--- src/rtl/video_timing_pkg.sv ---
// video_timing_pkg: raster timing defaults and shared types for the video path
//   H_TOTAL_DEF / V_TOTAL_DEF : default ticks per line / lines per frame
//   INT_LEN_DEF               : default maximum /INT assertion length in ticks
//   raster_cnt_t              : 9-bit raster counter type
//   int_state_t               : interrupt stretcher states
package video_timing_pkg;
    localparam int H_TOTAL_DEF = 448;
    localparam int V_TOTAL_DEF = 320;
    localparam int INT_LEN_DEF = 32;
    typedef logic [8:0] raster_cnt_t;
    typedef enum logic {IDLE, ASSERT} int_state_t;
endpackage

--- src/rtl/video_raster_int_if.sv ---
// video_raster_int_if: raster timing / interrupt bus between the raster block and its users
//   master : raster block side (takes ce, INT position, inta, lint_en; drives counts, strobes, int_n)
//   slave  : user side (video port latch block and Z80 glue)
interface video_raster_int_if;
    import video_timing_pkg::*;
    logic        ce;
    logic [7:0]  hint_beg;
    raster_cnt_t vint_beg;
    logic        inta;
    logic        lint_en;
    raster_cnt_t hcount;
    raster_cnt_t vcount;
    logic        line_start_s;
    logic        frame_start;
    logic        int_start;
    logic        int_n;
    modport master (
        input  ce, hint_beg, vint_beg, inta, lint_en,
        output hcount, vcount, line_start_s, frame_start, int_start, int_n
    );
    modport slave (
        output ce, hint_beg, vint_beg, inta, lint_en,
        input  hcount, vcount, line_start_s, frame_start, int_start, int_n
    );
endinterface

--- src/rtl/video_int_stretch.sv ---
// video_int_stretch: Z80 /INT stretcher with acknowledge handshake
//   clk, res  : clock, asynchronous active-high reset
//   ce        : pixel tick enable; the assertion timer counts ticks
//   int_start : 1-clk request; (re)starts an assertion of INT_LEN ticks
//   inta      : 1-clk acknowledge; ends an active assertion
//   int_n     : /INT, active low, registered
module video_int_stretch
    import video_timing_pkg::*;
#(
    parameter int INT_LEN = INT_LEN_DEF
) (
    input  logic clk,
    input  logic res,
    input  logic ce,
    input  logic int_start,
    input  logic inta,
    output logic int_n
);
    localparam int TW = $clog2(INT_LEN + 1);
    int_state_t    state;
    logic [TW-1:0] timer;
    // int_start is checked first so a request coinciding with inta reloads rather than releases
    always_ff @(posedge clk or posedge res)
        if (res) begin
            state <= IDLE;
            timer <= '0;
            int_n <= 1'b1;
        end else if (int_start) begin
            state <= ASSERT;
            timer <= TW'(INT_LEN - 1);
            int_n <= 1'b0;
        end else if (state == ASSERT) begin
            if (inta || (ce && timer == '0)) begin
                state <= IDLE;
                int_n <= 1'b1;
            end else if (ce) begin
                timer <= timer - 1'b1;
            end
        end
endmodule

--- src/rtl/video_raster_int.sv ---
// video_raster_int: raster counters, INT position match and Z80 /INT generation
//   clk, res : clock, asynchronous active-high reset
//   bus      : video_raster_int_if.master
//              in : ce, hint_beg (units of 2 ticks), vint_beg, inta, lint_en
//              out: hcount, vcount, line_start_s, frame_start, int_start, int_n
//   Build option VIDEO_LINE_INT_EN: lint_en=1 matches on every line at hint_beg.
//   Without it lint_en is ignored and only the frame interrupt exists.
module video_raster_int
    import video_timing_pkg::*;
#(
    parameter int H_TOTAL = H_TOTAL_DEF,
    parameter int V_TOTAL = V_TOTAL_DEF,
    parameter int INT_LEN = INT_LEN_DEF
) (
    input logic clk,
    input logic res,
    video_raster_int_if.master bus
);
    logic h_wrap;
    logic v_wrap;
    logic v_hit;
    logic match;
`ifdef VIDEO_LINE_INT_EN
    always_comb v_hit = bus.lint_en || bus.vcount == bus.vint_beg;
`else
    logic unused_lint_en;
    assign unused_lint_en = bus.lint_en;
    always_comb v_hit = bus.vcount == bus.vint_beg;
`endif
    // out-of-range positions need no guard: the counters never reach them
    always_comb begin
        h_wrap = bus.hcount == raster_cnt_t'(H_TOTAL - 1);
        v_wrap = bus.vcount == raster_cnt_t'(V_TOTAL - 1);
        match  = bus.ce && bus.hcount == {bus.hint_beg, 1'b0} && v_hit;
    end
    always_ff @(posedge clk or posedge res)
        if (res) begin
            bus.hcount       <= '0;
            bus.vcount       <= '0;
            bus.line_start_s <= 1'b0;
            bus.frame_start  <= 1'b0;
            bus.int_start    <= 1'b0;
        end else begin
            if (bus.ce) begin
                bus.hcount <= h_wrap ? '0 : bus.hcount + 1'b1;
                if (h_wrap)
                    bus.vcount <= v_wrap ? '0 : bus.vcount + 1'b1;
            end
            bus.line_start_s <= bus.ce && h_wrap;
            bus.frame_start  <= bus.ce && h_wrap && v_wrap;
            bus.int_start    <= match;
        end
    video_int_stretch #(.INT_LEN(INT_LEN)) u_stretch (
        .clk       (clk),
        .res       (res),
        .ce        (bus.ce),
        .int_start (bus.int_start),
        .inta      (bus.inta),
        .int_n     (bus.int_n)
    );
endmodule

--- src/flat_wrapper.sv ---
// flat-port wrapper written by rule: the top's interface ports become plain ports
module video_raster_int_flat import video_timing_pkg::*;
#(
    parameter int H_TOTAL = H_TOTAL_DEF,
    parameter int V_TOTAL = V_TOTAL_DEF,
    parameter int INT_LEN = INT_LEN_DEF
)
  (clk, res, bus_ce, bus_hint_beg, bus_vint_beg, bus_inta, bus_lint_en, bus_hcount, bus_vcount, bus_line_start_s, bus_frame_start, bus_int_start, bus_int_n);
  video_raster_int_if bus_i ();
  input logic clk;
  input logic res;
  input wire logic [$bits(bus_i.ce)-1:0] bus_ce;
  input wire logic [$bits(bus_i.hint_beg)-1:0] bus_hint_beg;
  input wire logic [$bits(bus_i.vint_beg)-1:0] bus_vint_beg;
  input wire logic [$bits(bus_i.inta)-1:0] bus_inta;
  input wire logic [$bits(bus_i.lint_en)-1:0] bus_lint_en;
  output wire logic [$bits(bus_i.hcount)-1:0] bus_hcount;
  output wire logic [$bits(bus_i.vcount)-1:0] bus_vcount;
  output wire logic [$bits(bus_i.line_start_s)-1:0] bus_line_start_s;
  output wire logic [$bits(bus_i.frame_start)-1:0] bus_frame_start;
  output wire logic [$bits(bus_i.int_start)-1:0] bus_int_start;
  output wire logic [$bits(bus_i.int_n)-1:0] bus_int_n;
  assign bus_i.ce = bus_ce;
  assign bus_i.hint_beg = bus_hint_beg;
  assign bus_i.vint_beg = bus_vint_beg;
  assign bus_i.inta = bus_inta;
  assign bus_i.lint_en = bus_lint_en;
  assign bus_hcount = bus_i.hcount;
  assign bus_vcount = bus_i.vcount;
  assign bus_line_start_s = bus_i.line_start_s;
  assign bus_frame_start = bus_i.frame_start;
  assign bus_int_start = bus_i.int_start;
  assign bus_int_n = bus_i.int_n;
  video_raster_int #(.H_TOTAL(H_TOTAL), .V_TOTAL(V_TOTAL), .INT_LEN(INT_LEN)) u_core (.clk(clk), .res(res), .bus(bus_i));
endmodule
--- config.mk ---
export PLATFORM = sky130hd
export DESIGN_NAME = video_raster_int_flat
export DESIGN_NICKNAME = d
export VERILOG_FILES = /design/src/rtl/video_timing_pkg.sv /design/src/rtl/video_raster_int_if.sv /design/src/rtl/video_int_stretch.sv /design/src/rtl/video_raster_int.sv /design/src/flat_wrapper.sv
export SDC_FILE = /design/constraint.sdc
export NUM_CORES = 1
export LEC_CHECK = 0
export CORE_UTILIZATION = 52
export CTS_BUF_LIST = sky130_fd_sc_hd__clkbuf_8 sky130_fd_sc_hd__clkbuf_16
export CTS_CLUSTER_DIAMETER = 100
export DETAILED_ROUTE_END_ITERATION = 6
export GPL_TIMING_DRIVEN = 0
export PLACE_DENSITY = 0.85
export SKIP_LAST_GASP = 1
export SLEW_MARGIN = 0
export SYNTH_ARGS = -nofsm -noshare
export SYNTH_HDL_FRONTEND = slang
export SYNTH_SLANG_ARGS = --single-unit
--- constraint.sdc ---
create_clock -name clk -period 2.4 [get_ports clk]
set_input_delay 0.48 -clock clk [delete_from_list [all_inputs] [get_ports clk]]
set_output_delay 0.48 -clock clk [all_outputs]
set_load 0.05 [all_outputs]
==> metrics.txt, run 1 <==
num ports=44; Gate power share=31.6%; synth warn=0; 1st-pass router iterations=4; vias in the first global route=1328; cell row count=20; slowest CP cell=clkdlybuf4s50_1; Die X=58.3 um; most common cell after layout, fill and taps aside=clkdlybuf4s50_1; CTS max path bufs=2; Pwr Density=640 nW/um^2; routed vias=1402; routed len/inst=14.3 um; Min-Delay Endpoint=u_core.u_stretch.int_n$_DFFE_PP1P_; Clock Latency Late Sink=0.28 ns; worst min-delay path class=reg2reg; die height=58.3 um; status=complete, no violations; Finished Cell Area=2200 um^2; setup tns final=0 ns; Avg Inst Size Synth=10.1 um^2; GRT Resource Usage Total=24.3%; CP top delay family=buffers and inverters; Initial Utilization=54.4%; core area=3030 um^2; Yosys cell types=39; crit start category=flip-flop; most frequent cells in the layout=clkdlybuf4s50_1, dfrtp_1, xor2_1; # setup viols final=0; Num CTS Buffers=5; worst slew pin tran=1.07 ns; Clock transition at path regs=0.06 ns; Die ar.=3400 um^2; Sw Pwr=0.000512 W; period utilization=87.8%; CTS tree=done; fin. max-slew vios=0; Clock power frac=26.0%; initial antenna violation count=0; Synth Instances=163; Setup Fix Bufs, Post-CTS=0; routability cong.=0.851; flops & latches, synth=29; R2R depth=5; Post-Syn Area=1650 um^2; worst hold stages=2; RSZ-0062 raised after global routing=false; Internal Power=0.000896 W; Buf+Inv Stages, Crit Path=1; pin count of the biggest net entering global routing=30; worst path required time=1.92 ns; Post-CTS Hold Fix Bufs=0; dpl cell area=2120 um^2; r2r setup slk=0.39 ns; first-pass GRT wire length=6130 um; fin nets=238; crit path time final=2.11 ns; net count after synthesis=189; Reg power frac=42.4%; Initial DRC Count=53; WS Path Type=reg2out; antenna diode count=0; H-tree depth=2; worst rel slew slack=28.8%; post-synthesis sequential area ratio=44.1%; Multi-input gate area=872 um^2; peak supply drop=0.305 mV; Worst R2R End=u_core.bus.vcount[1]$_DFFE_PP0P_; Root Driver=clkbuf_8; I/O Buffers=42; CP endpoint kind=output port; max frequency=475 MHz; CP Cell Sequence=clkdlybuf4s50_1; hpwl dp=2740 um; DRT Wirelength=3670 um; Syn-to-layout area delta=33.7%; CP Max Fanout=7; fillcell total=233; CP arrival=1.63 ns; Hold Fails Final Rpt=0; Resize count post-CTS=0; Num Clock Sinks=29; Crit path largest cell delay=0.86 ns; worst min-delay path startpoint=u_core.u_stretch.int_n$_DFFE_PP1P_; fraction of layout cells with a size suffix above 1=7.04%; max-cap viol count=0; post-route ant nets=0; Reg area=727 um^2; leakage power=0.985 nW; Vias/cell=5.46; Post-route DRC=0; clk_skew=0.00369 ns; grt ovf=0; FF-to-FF Start=u_core.bus.hcount[1]$_DFFE_PP0P_; Sw Share=36.4%
==> power by group through the flow <==
stage	clock network, W	registers [W]	logic, W
floorplan	0	0.000744	0.000140
global placement	0	0.000603	0.000435
detailed placement	0	0.000605	0.000445
CTS	0.000373	0.000597	0.000447
global route	0.000396	0.000607	0.000475
finish	0.000365	0.000598	0.000445
==> cell usage after synthesis <==
master    count  area share [%]
dfrtp_1      28              43
xor2_1       17             9.0
nor2_1       14             3.2
xnor2_1      12             6.4
nand2_1      10             2.3
nand2b_1      8             3.0
nand4_1       8             3.0
nand3_1       6             1.8
nor4_1        6             2.3
inv_1         5             1.1
a21oi_1       4             1.2
ha_1          4             3.0
nor2b_1       4             1.5
a21o_1        3             1.4
clkbuf_1      3            0.68
mux2_1        3             2.1
o21ai_0       3            0.91
buf_2         2            0.61
mux2i_1       2             1.2
nor3_1        2            0.61
a22o_1        1            0.53
a31o_1        1            0.53
a41o_1        1            0.61
and2_1        1            0.38
and2b_2       1            0.53
and4_1        1            0.53
buf_4         1            0.46
dfstp_2       1             1.6
nand3_2       1            0.61
nand3b_1      1            0.46
nand4b_1      1            0.53
nor3_2        1            0.61
nor3b_1       1            0.46
nor4_2        1            0.76
nor4b_1       1            0.53
o211ai_4      1             1.3
o22ai_1       1            0.38
or3_1         1            0.38
or4b_4        1            0.84
==> layer usage <==
layer | vias up | wire [um] | track usage [%]
li1 | 662 | - | -
met2 | 55 | 1920 | 41.7
met1 | 683 | 1510 | 30.6
met4 | 0 | 23 | 5.10
met5 | - | 0 | 0
met3 | 2 | 210 | 6.92
==> area by class of cell <==
class	instances	area share, %
flip-flops and latches	29	33.0
inverters	5	0.852
clock buffers	5	3.13
multi-input cells	123	39.6
repair buffers	42	19.1
plain buffers	6	1.31
clock inverters	3	0.511
well taps	44	2.50
==> per-stage QoR <==
stage / total power [W] / setup WS (ns) / cells / hold slack (ns) / utilization [%]
2_1_floorplan: 0.000884 / 0.394 / 163 / 0.479 / -
3_3_place_gp: 0.00104 / 0.174 / 249 / 0.500 / 70.1
3_5_place_dp: 0.00105 / 0.136 / 249 / 0.515 / 70.1
4_1_cts: 0.00142 / 0.271 / 257 / 0.528 / 72.7
5_1_grt: 0.00148 / 0.238 / 257 / 0.556 / 72.7
6_report: 0.00141 / 0.294 / 257 / 0.532 / 72.7
==> worst max-delay path by stage <==
stage	endpoint	start	cells past startpoint	slack, ns
4_1_cts	bus_vcount[0]	u_core.bus.vcount[0]$_DFFE_PP0P_	1	0.27
6_report	bus_vcount[2]	u_core.bus.vcount[2]$_DFFE_PP0P_	1	0.29
5_1_grt	bus_vcount[0]	u_core.bus.vcount[0]$_DFFE_PP0P_	1	0.24
2_1_floorplan	u_core.bus.vcount[1]$_DFFE_PP0P_	u_core.bus.hcount[1]$_DFFE_PP0P_	5	0.39
3_3_place_gp	u_core.bus.vcount[1]$_DFFE_PP0P_	bus_ce	5	0.17
3_5_place_dp	u_core.bus.vcount[1]$_DFFE_PP0P_	bus_ce	5	0.14
==> state kept, by name (all words and copies together) (netlist names) <==
signal                   flops
u_core.bus.frame_start       1
u_core.bus.int_start         1
u_core.u_stretch.int_n       1
u_core.u_stretch.timer       6
u_core.bus.vcount            9
u_core.bus.hcount            9
u_core.u_stretch.state       1
u_core.bus.line_start_s      1
==> cells by family after synthesis <==
group / count (synthesis) / synth area share [%]
buf+inv: 11 / 2.89
fa+ha+maj: 4 / 3.04
xor+xnor: 29 / 15.4
mux: 5 / 3.27
compound gates: 15 / 6.84
simple gates: 70 / 24.4
flops: 29 / 44.1
Power figures use the tool's default switching activity.
==> inputs of run 2 (changes only) <==
--- a/config.mk
+++ b/config.mk
@@ -10,7 +10,7 @@
 export CTS_CLUSTER_DIAMETER = 100
 export DETAILED_ROUTE_END_ITERATION = 6
 export GPL_TIMING_DRIVEN = 0
-export PLACE_DENSITY = 0.85
+export PLACE_DENSITY_LB_ADDON = 0.08
 export SKIP_LAST_GASP = 1
 export SLEW_MARGIN = 0
 export SYNTH_ARGS = -nofsm -noshare
==> metrics.txt, run 2 (synthesis gave the netlist of run 1 again) <==
status=complete, no violations; peak supply drop=0.368 mV; antenna diode count=0; Vias/cell=5.26; fraction of layout cells with a size suffix above 1=8.45%; Root Driver=clkbuf_8; Pwr Density=669 nW/um^2; core area=3030 um^2; Resize count post-CTS=0; dpl cell area=2120 um^2; CP arrival=1.62 ns; worst setup margin=0.296 ns; max frequency=475 MHz; cell row count=20; Finished Cell Area=2220 um^2; Setup Fix Bufs, Post-CTS=0; Initial DRC Count=63; setup tns final=0 ns; grt ovf=0; DRT Wirelength=3610 um; CP endpoint kind=output port; routed len/inst=14.0 um; fin nets=238; pin count of the biggest net entering global routing=30; worst min-delay path class=reg2reg; vias in the first global route=1312; I/O Buffers=42; CP top delay family=buffers and inverters; Buf+Inv Stages, Crit Path=1; Die ar.=3400 um^2; GRT Resource Usage Total=24.1%; num ports=44; post-route ant nets=0; hpwl dp=2700 um; Hold Fails Final Rpt=0; die height=58.3 um; Die X=58.3 um; first-pass GRT wire length=5900 um; Crit path largest cell delay=0.86 ns; # setup viols final=0; CP Max Fanout=7; leakage power=0.987 nW; worst slew pin tran=1.16 ns; Top Registers=u_core.bus.hcount x9, u_core.bus.vcount x9, u_core.u_stretch.timer x6; Syn-to-layout area delta=35.0%; Num CTS Buffers=5; crit path time final=2.10 ns; 1st-pass router iterations=4; routability cong.=0.799; Num Clock Sinks=29; pre-CTS setup slack=0.148 ns; Clock transition at path regs=0.06 ns; Initial Utilization=54.4%; WS Path Type=reg2out; Post-CTS Hold Fix Bufs=0; crit start category=flip-flop; RSZ-0062 raised after global routing=false; clk_skew=0.00382 ns; CP Cell Sequence=clkdlybuf4s50_1; worst path required time=1.92 ns; worst hold slack=0.524 ns; CTS max path bufs=2; worst rel slew slack=22.7%; slowest CP cell=clkdlybuf4s50_1; Clock Latency Late Sink=0.28 ns; Post-route DRC=0; fin. max-slew vios=0; period utilization=87.7%; CTS tree=done; max-cap viol count=0; most frequent cells in the layout=clkdlybuf4s50_1, dfrtp_1, xor2_1; fillcell total=218; most common cell after layout, fill and taps aside=clkdlybuf4s50_1; initial antenna violation count=0; routed vias=1352; H-tree depth=2
## run 2: power by group
part	internal (W)	switching, W
clock	0.000259	0.000189
combinational	0.000171	0.000273
sequential	0.000532	0.0000632
total	0.000962	0.000525
## run 2: final cells by class
type	instances	area, um^2	share of cell area [%]
Clock inverter	1	5.00	0.225
Multi-Input combinational cell	123	872	39.2
Buffer	6	28.8	1.29
Timing Repair Buffer	42	420	18.9
Tap cell	44	55.1	2.48
Clock buffer	7	96.3	4.33
Inverter	5	18.8	0.844
Sequential cell	29	727	32.7
## run 2: final timing paths
path	startpoint	to	depth (start not counted)	slack, ns
max	u_core.bus.vcount[2]$_DFFE_PP0P_	bus_vcount[2]	1	0.30
min	u_core.u_stretch.state$_DFF_PP0_	u_core.u_stretch.int_n$_DFFE_PP1P_	2	0.52
max reg2reg	u_core.bus.hcount[1]$_DFFE_PP0P_	u_core.bus.vcount[1]$_DFFE_PP0P_	5	0.44
min reg2reg	u_core.u_stretch.state$_DFF_PP0_	u_core.u_stretch.int_n$_DFFE_PP1P_	2	0.52
max in group asynchronous	res	u_core.bus.vcount[1]$_DFFE_PP0P_	2	0.91
min in group asynchronous	res	u_core.u_stretch.state$_DFF_PP0_	2	0.80
## run 2: worst min-delay path, delay by kind of cell (launching register included)
family | cells | cell delay (ns)
flip-flops | 1 | 0.34
AND/OR/NAND/NOR | 1 | 0.08
AO/OA/AOI/OAI | 1 | 0.06
## run 2: metrics by stage
stage,instances,power [W],utilization (%)
after global placement,249,0.00104,70.1
after CTS,257,0.00151,73.4
after detailed placement,249,0.00105,70.1
after global routing,257,0.00155,73.4
final,257,0.00149,73.4
after floorplan,163,0.000884,-
## run 2: routing by layer
| layer | vias up | global-route usage (%) | routed length [um] |
|---|---|---|---|
| li1 | 657 | - | - |
| met1 | 654 | 30.0 | 1570 |
| met2 | 35 | 37.4 | 1810 |
| met3 | 6 | 7.37 | 158 |
| met4 | 0 | 13.3 | 63 |
| met5 | - | 0 | 0 |
==> inputs of run 3 (changes only) <==
--- a/config.mk
+++ b/config.mk
@@ -8,6 +8,7 @@
 export CORE_UTILIZATION = 52
 export CTS_BUF_LIST = sky130_fd_sc_hd__clkbuf_8 sky130_fd_sc_hd__clkbuf_16
 export CTS_CLUSTER_DIAMETER = 100
+export CTS_CLUSTER_SIZE = 20
 export DETAILED_ROUTE_END_ITERATION = 6
 export GPL_TIMING_DRIVEN = 0
 export PLACE_DENSITY_LB_ADDON = 0.08
==> constraint.sdc (replaced) <==
create_clock -name clk -period 2.4 [get_ports clk]
set_input_delay 0.48 -clock clk [delete_from_list [all_inputs] [get_ports clk]]
set_output_delay 0.48 -clock clk [all_outputs]
set_load 0.1 [all_outputs]
==> metrics.txt, run 3 (synthesis gave the netlist of run 1 again) <==
status=complete, no violations; uppermost layer routed=met4; Met2 Wirelength=1810 um; grt ovf=0; vias in the first global route=1318; pin count of the biggest net entering global routing=30; I/O Buffers=42; clk_skew=0.00394 ns; met3 wire length=128 um; peak supply drop=0.414 mV; leakage power=1.09 nW; RSZ-0062 raised after global routing=false; worst min-delay path class=reg2reg; DRT Wirelength=3610 um; Crit path largest cell delay=1.17 ns; CP endpoint kind=output port; most common cell after layout, fill and taps aside=dfrtp_1; worst setup margin=0.0369 ns; Clock Latency Late Sink=0.28 ns; worst min-delay path startpoint=u_core.u_stretch.state$_DFF_PP0_; WS Path Type=reg2out; initial antenna violation count=0; slowest CP cell=clkdlybuf4s50_1; Die ar.=3400 um^2; routed len/inst=14.0 um; CTS tree=done; Buf+Inv Stages, Crit Path=1; worst slew pin tran=1.15 ns; die height=58.3 um; first-pass GRT wire length=5910 um; Worst setup startpoint=u_core.bus.hcount[5]$_DFFE_PP0P_; Clock transition at path regs=0.06 ns; 1st-pass router iterations=4; CP Cell Sequence=clkdlybuf4s50_1; fraction of layout cells with a size suffix above 1=8.45%; r2r setup slk=0.44 ns; Initial Utilization=54.4%; cell row count=20; Setup Fix Bufs, Post-CTS=0; period utilization=98.5%; routed vias=1343; H-tree depth=2; M1 wire length=1600 um; Die X=58.3 um; Post-route DRC=0; core area=3030 um^2; Root Driver=clkbuf_8; worst rel slew slack=23.4%; CP arrival=1.88 ns; Num Clock Sinks=29; routability cong.=0.799; crit start category=flip-flop; CTS max path bufs=2; Vias/cell=5.23; Non-Filler Instances=257; fin nets=238; setup tns final=0 ns; # placed instances=249; CP top delay family=buffers and inverters; max-cap viol count=0; num ports=44; max frequency=423 MHz; most frequent cells in the layout=dfrtp_1, clkdlybuf4s50_1, xor2_1; Initial DRC Count=59; hpwl dp=2700 um; Hold Fails Final Rpt=0; fin. max-slew vios=0; FF-to-FF Start=u_core.bus.hcount[1]$_DFFE_PP0P_; pre-CTS setup slack=0.148 ns; Pwr Density=739 nW/um^2; crit path time final=2.36 ns; Syn-to-layout area delta=35.0%; GRT Resource Usage Total=24.1%; antenna diode count=0; Top Registers=u_core.bus.hcount x9, u_core.bus.vcount x9, u_core.u_stretch.timer x6; CP Max Fanout=5; # setup viols final=0; worst path required time=1.92 ns; post-route ant nets=0; Num CTS Buffers=5
-- run 3: changes by cell type in the layout (fill, tap and decap cells not counted), sizes merged --
cell,before,now
dlygate4sd2,0,11
dlymetal6s2s,0,5
clkdlybuf4s50,42,26
-- run 3: worst min-delay path: cells and delay by family (launching register included) --
| family | cells | cell delay [ns] |
|---|---|---|
| flops | 1 | 0.34 |
| simple gates | 1 | 0.08 |
| compound gates | 1 | 0.06 |
-- run 3: per-stage QoR --
step                      total power (W)  util (%)  hold slack, ns  area (um^2)
final                             0.00164      73.4           0.524         2220
after global routing              0.00170      73.4           0.591         2220
after global placement            0.00120      70.1           0.498         2120
after floorplan                   0.00105         -           0.479         1650
after CTS                         0.00166      73.0           0.527         2210
after detailed placement          0.00121      70.1           0.517         2120
-- run 3: layout make-up --
cell class | instances | area (um^2)
Inverter | 5 | 18.8
Clock buffer | 7 | 96.3
Sequential cell | 29 | 727
Timing Repair Buffer | 42 | 419
Tap cell | 44 | 55.1
Clock inverter | 1 | 5.00
Buffer | 6 | 28.8
Fill cell | 226 | 806
Multi-Input combinational cell | 123 | 872
-- run 3: metal layers --
metal,vias up,global-route usage [%]
met5,-,0
met4,0,13.3
met3,6,7.37
met2,31,37.6
met1,648,30.0
li1,658,-
-- run 3: path summary, 6_finish.rpt --
check	endpoint	cells after the start
hold / removal	u_core.u_stretch.int_n$_DFFE_PP1P_	2
setup / recovery	bus_hcount[5]	1
setup reg to reg	u_core.bus.vcount[1]$_DFFE_PP0P_	5
max in group asynchronous	u_core.bus.hcount[8]$_DFFE_PP0P_	2
min in group asynchronous	u_core.u_stretch.state$_DFF_PP0_	2
hold reg to reg	u_core.u_stretch.int_n$_DFFE_PP1P_	2
-- run 3: report_power, final --
group          internal (W)  switching [W]  leakage [nW]
logic              0.000158       0.000440         0.663
registers          0.000532      0.0000621         0.376
clock network      0.000259       0.000190        0.0542
total              0.000949       0.000692          1.09
-- run 3: timing repair --
item / 4_1_cts / 5_1_grt
cloned: 0 / 0
hold buffers: 0 / 0
endpoints found under the setup margin: 11 / 5
resized for setup: 11 / 5
pin swaps: 0 / 0
==> RTL edit 1: new RTL, settings of run 3 <==
The option `VIDEO_LINE_INT_EN` is turned on by a define.
--- a/src/rtl/video_raster_int.sv
+++ b/src/rtl/video_raster_int.sv
@@ -6,4 +6,6 @@
 //   Build option VIDEO_LINE_INT_EN: lint_en=1 matches on every line at hint_beg.
 //   Without it lint_en is ignored and only the frame interrupt exists.
+`define VIDEO_LINE_INT_EN
+
 module video_raster_int
     import video_timing_pkg::*;
Behaviour: not the same (Yosys sat finds a counterexample within 4 cycles, from zero or initial values).
==> RTL edit 1 against run 3 <==
The flow now finishes with violations (design-rule violations). Worst setup slack worse by 0.010 ns. Synthesized cell count increased by 0.61%. Via count rose by 2.3%. Final area fell by 0.17%. Synthesized area fell by 1.9%. Sequential cell count unchanged. Routed wire length grew 2.3%. Register-to-register slack got worse by 0.29 ns. Power is 11% higher.
==> RTL edit 1: results (changes against run 3) <==
* Run status: finished, violations left
* Failing checks: design-rule violations
* Worst-Margin Slew at 1.07 ns (-0.0800 ns)
* Drt first-iter violations at 57 (-3.4%)
* Routability Congestion at 0.805 (+0.74%)
* Post-cts sizing count at 6 (-5)
* Hold depth at 1 (-1)
* Detailed Route WL at 3690 um (+2.3%)
* Layout cell share with drive strength beyond 1 at 12.1% (+3.6 points)
* Synth area leaders: dfrtp_1 43%, xor2_1 8.1%, xnor2_1 6.5%
* Mapped Nets at 190 (+0.53%)
* Mux share of post-synthesis cell area at 1.63% (-1.6 points)
* IO buf count at 43 (+2.4%)
* Vias in the first global route at 1338 (+1.5%)
* Leakage at 1.00 nW (-8.6%)
* Placed Instances at 238 (-4.4%)
* Reg-to-reg critical path startpoint: u_core.bus.hcount[0]
* Avg Inst Size Synth at 9.85 um^2 (-2.5%)
* Sequential fraction of the synthesis area at 45.0% (+0.85 points)
* Adder-Cell Fraction of Synth Area at 3.10% (+0.059 points)
* Synth unique cells at 41 (+5.1%)
* Non-Filler Instances at 246 (-4.3%)
* Drc violations at 1 (+1)
* GRT met3 Usage at 7.81% (+0.45 points)
* Worst r2r dst: u_core.bus.vcount[6]
* Synth Area in XOR/XNOR at 14.6% (-0.79 points)
* Worst Hold Path EP: u_core.u_stretch.timer[1]
* Synth top area share at 43.4% (+0.82 points)
* Hold path start: u_core.u_stretch.timer[1]
RTL edit 1: cell count changes after synthesis, moves of 3 or more:
cell | before | now
nand2_1 | 10 | 15
nor2_1 | 14 | 9
mux2_1 | 3 | 0
o21ai_0 | 3 | 8
RTL edit 1: worst max-delay path by stage:
stage                               from              endpoint  slack [ns]  cells after the start
finish              u_core.bus.vcount[5]         bus_vcount[5]        0.03                      1
global route        u_core.bus.vcount[8]         bus_vcount[8]       0.004                      1
CTS                 u_core.bus.vcount[3]         bus_vcount[3]     0.00006                      1
detailed placement                bus_ce  u_core.bus.vcount[6]       -0.15                      6
global placement                  bus_ce  u_core.bus.vcount[6]       -0.15                      6
floorplan           u_core.bus.hcount[1]  u_core.bus.vcount[6]       0.006                      6
RTL edit 1: layer usage:
metal,routed length [um],up-vias
met5,0,-
met4,48,0
met3,167,7
met2,1880,31
met1,1600,668
li1,-,668
RTL edit 1: kinds of logic after synthesis:
| logic type | Yosys count |
|---|---|
| flip-flops | 29 |
| AND/OR/NAND/NOR | 65 |
| adder cells (fa/ha/maj) | 4 |
| multiplexers | 2 |
| AO/OA/AOI/OAI | 24 |
| buffers and inverters | 13 |
| XOR/XNOR | 27 |
RTL edit 1: where the power goes:
part,internal (mW),switching [mW]
Clock,0.334,0.188
Sequential,0.562,0.0743
Combinational,0.194,0.467
Total,1.09,0.729
RTL edit 1: worst reg2reg max path, delay by kind of cell (launching register included):
family	cells	cell delay [ns]
buf+inv	1	0.16
flops	1	0.44
mux	1	0.30
fa+ha+maj	1	0.23
simple gates	3	1.00
RTL edit 1: through the flow:
step | utilization [%] | hold WS [ns]
2_1_floorplan | - | 0.479
3_3_place_gp | 73.7 | 0.491
3_5_place_dp | 73.7 | 0.502
4_1_cts | 77.5 | 0.517
5_1_grt | 77.8 | 0.547
6_report | 77.8 | 0.518
RTL edit 1: final cells by class:
type	count	area (um^2)
multi-input combinational	122	831
sequential	29	744
fill	209	634
timing repair buffer	43	430
clock buffer	6	82.6
tap	31	38.8
clock inverter	2	33.8
inverter	8	30.0
buffer	5	27.5
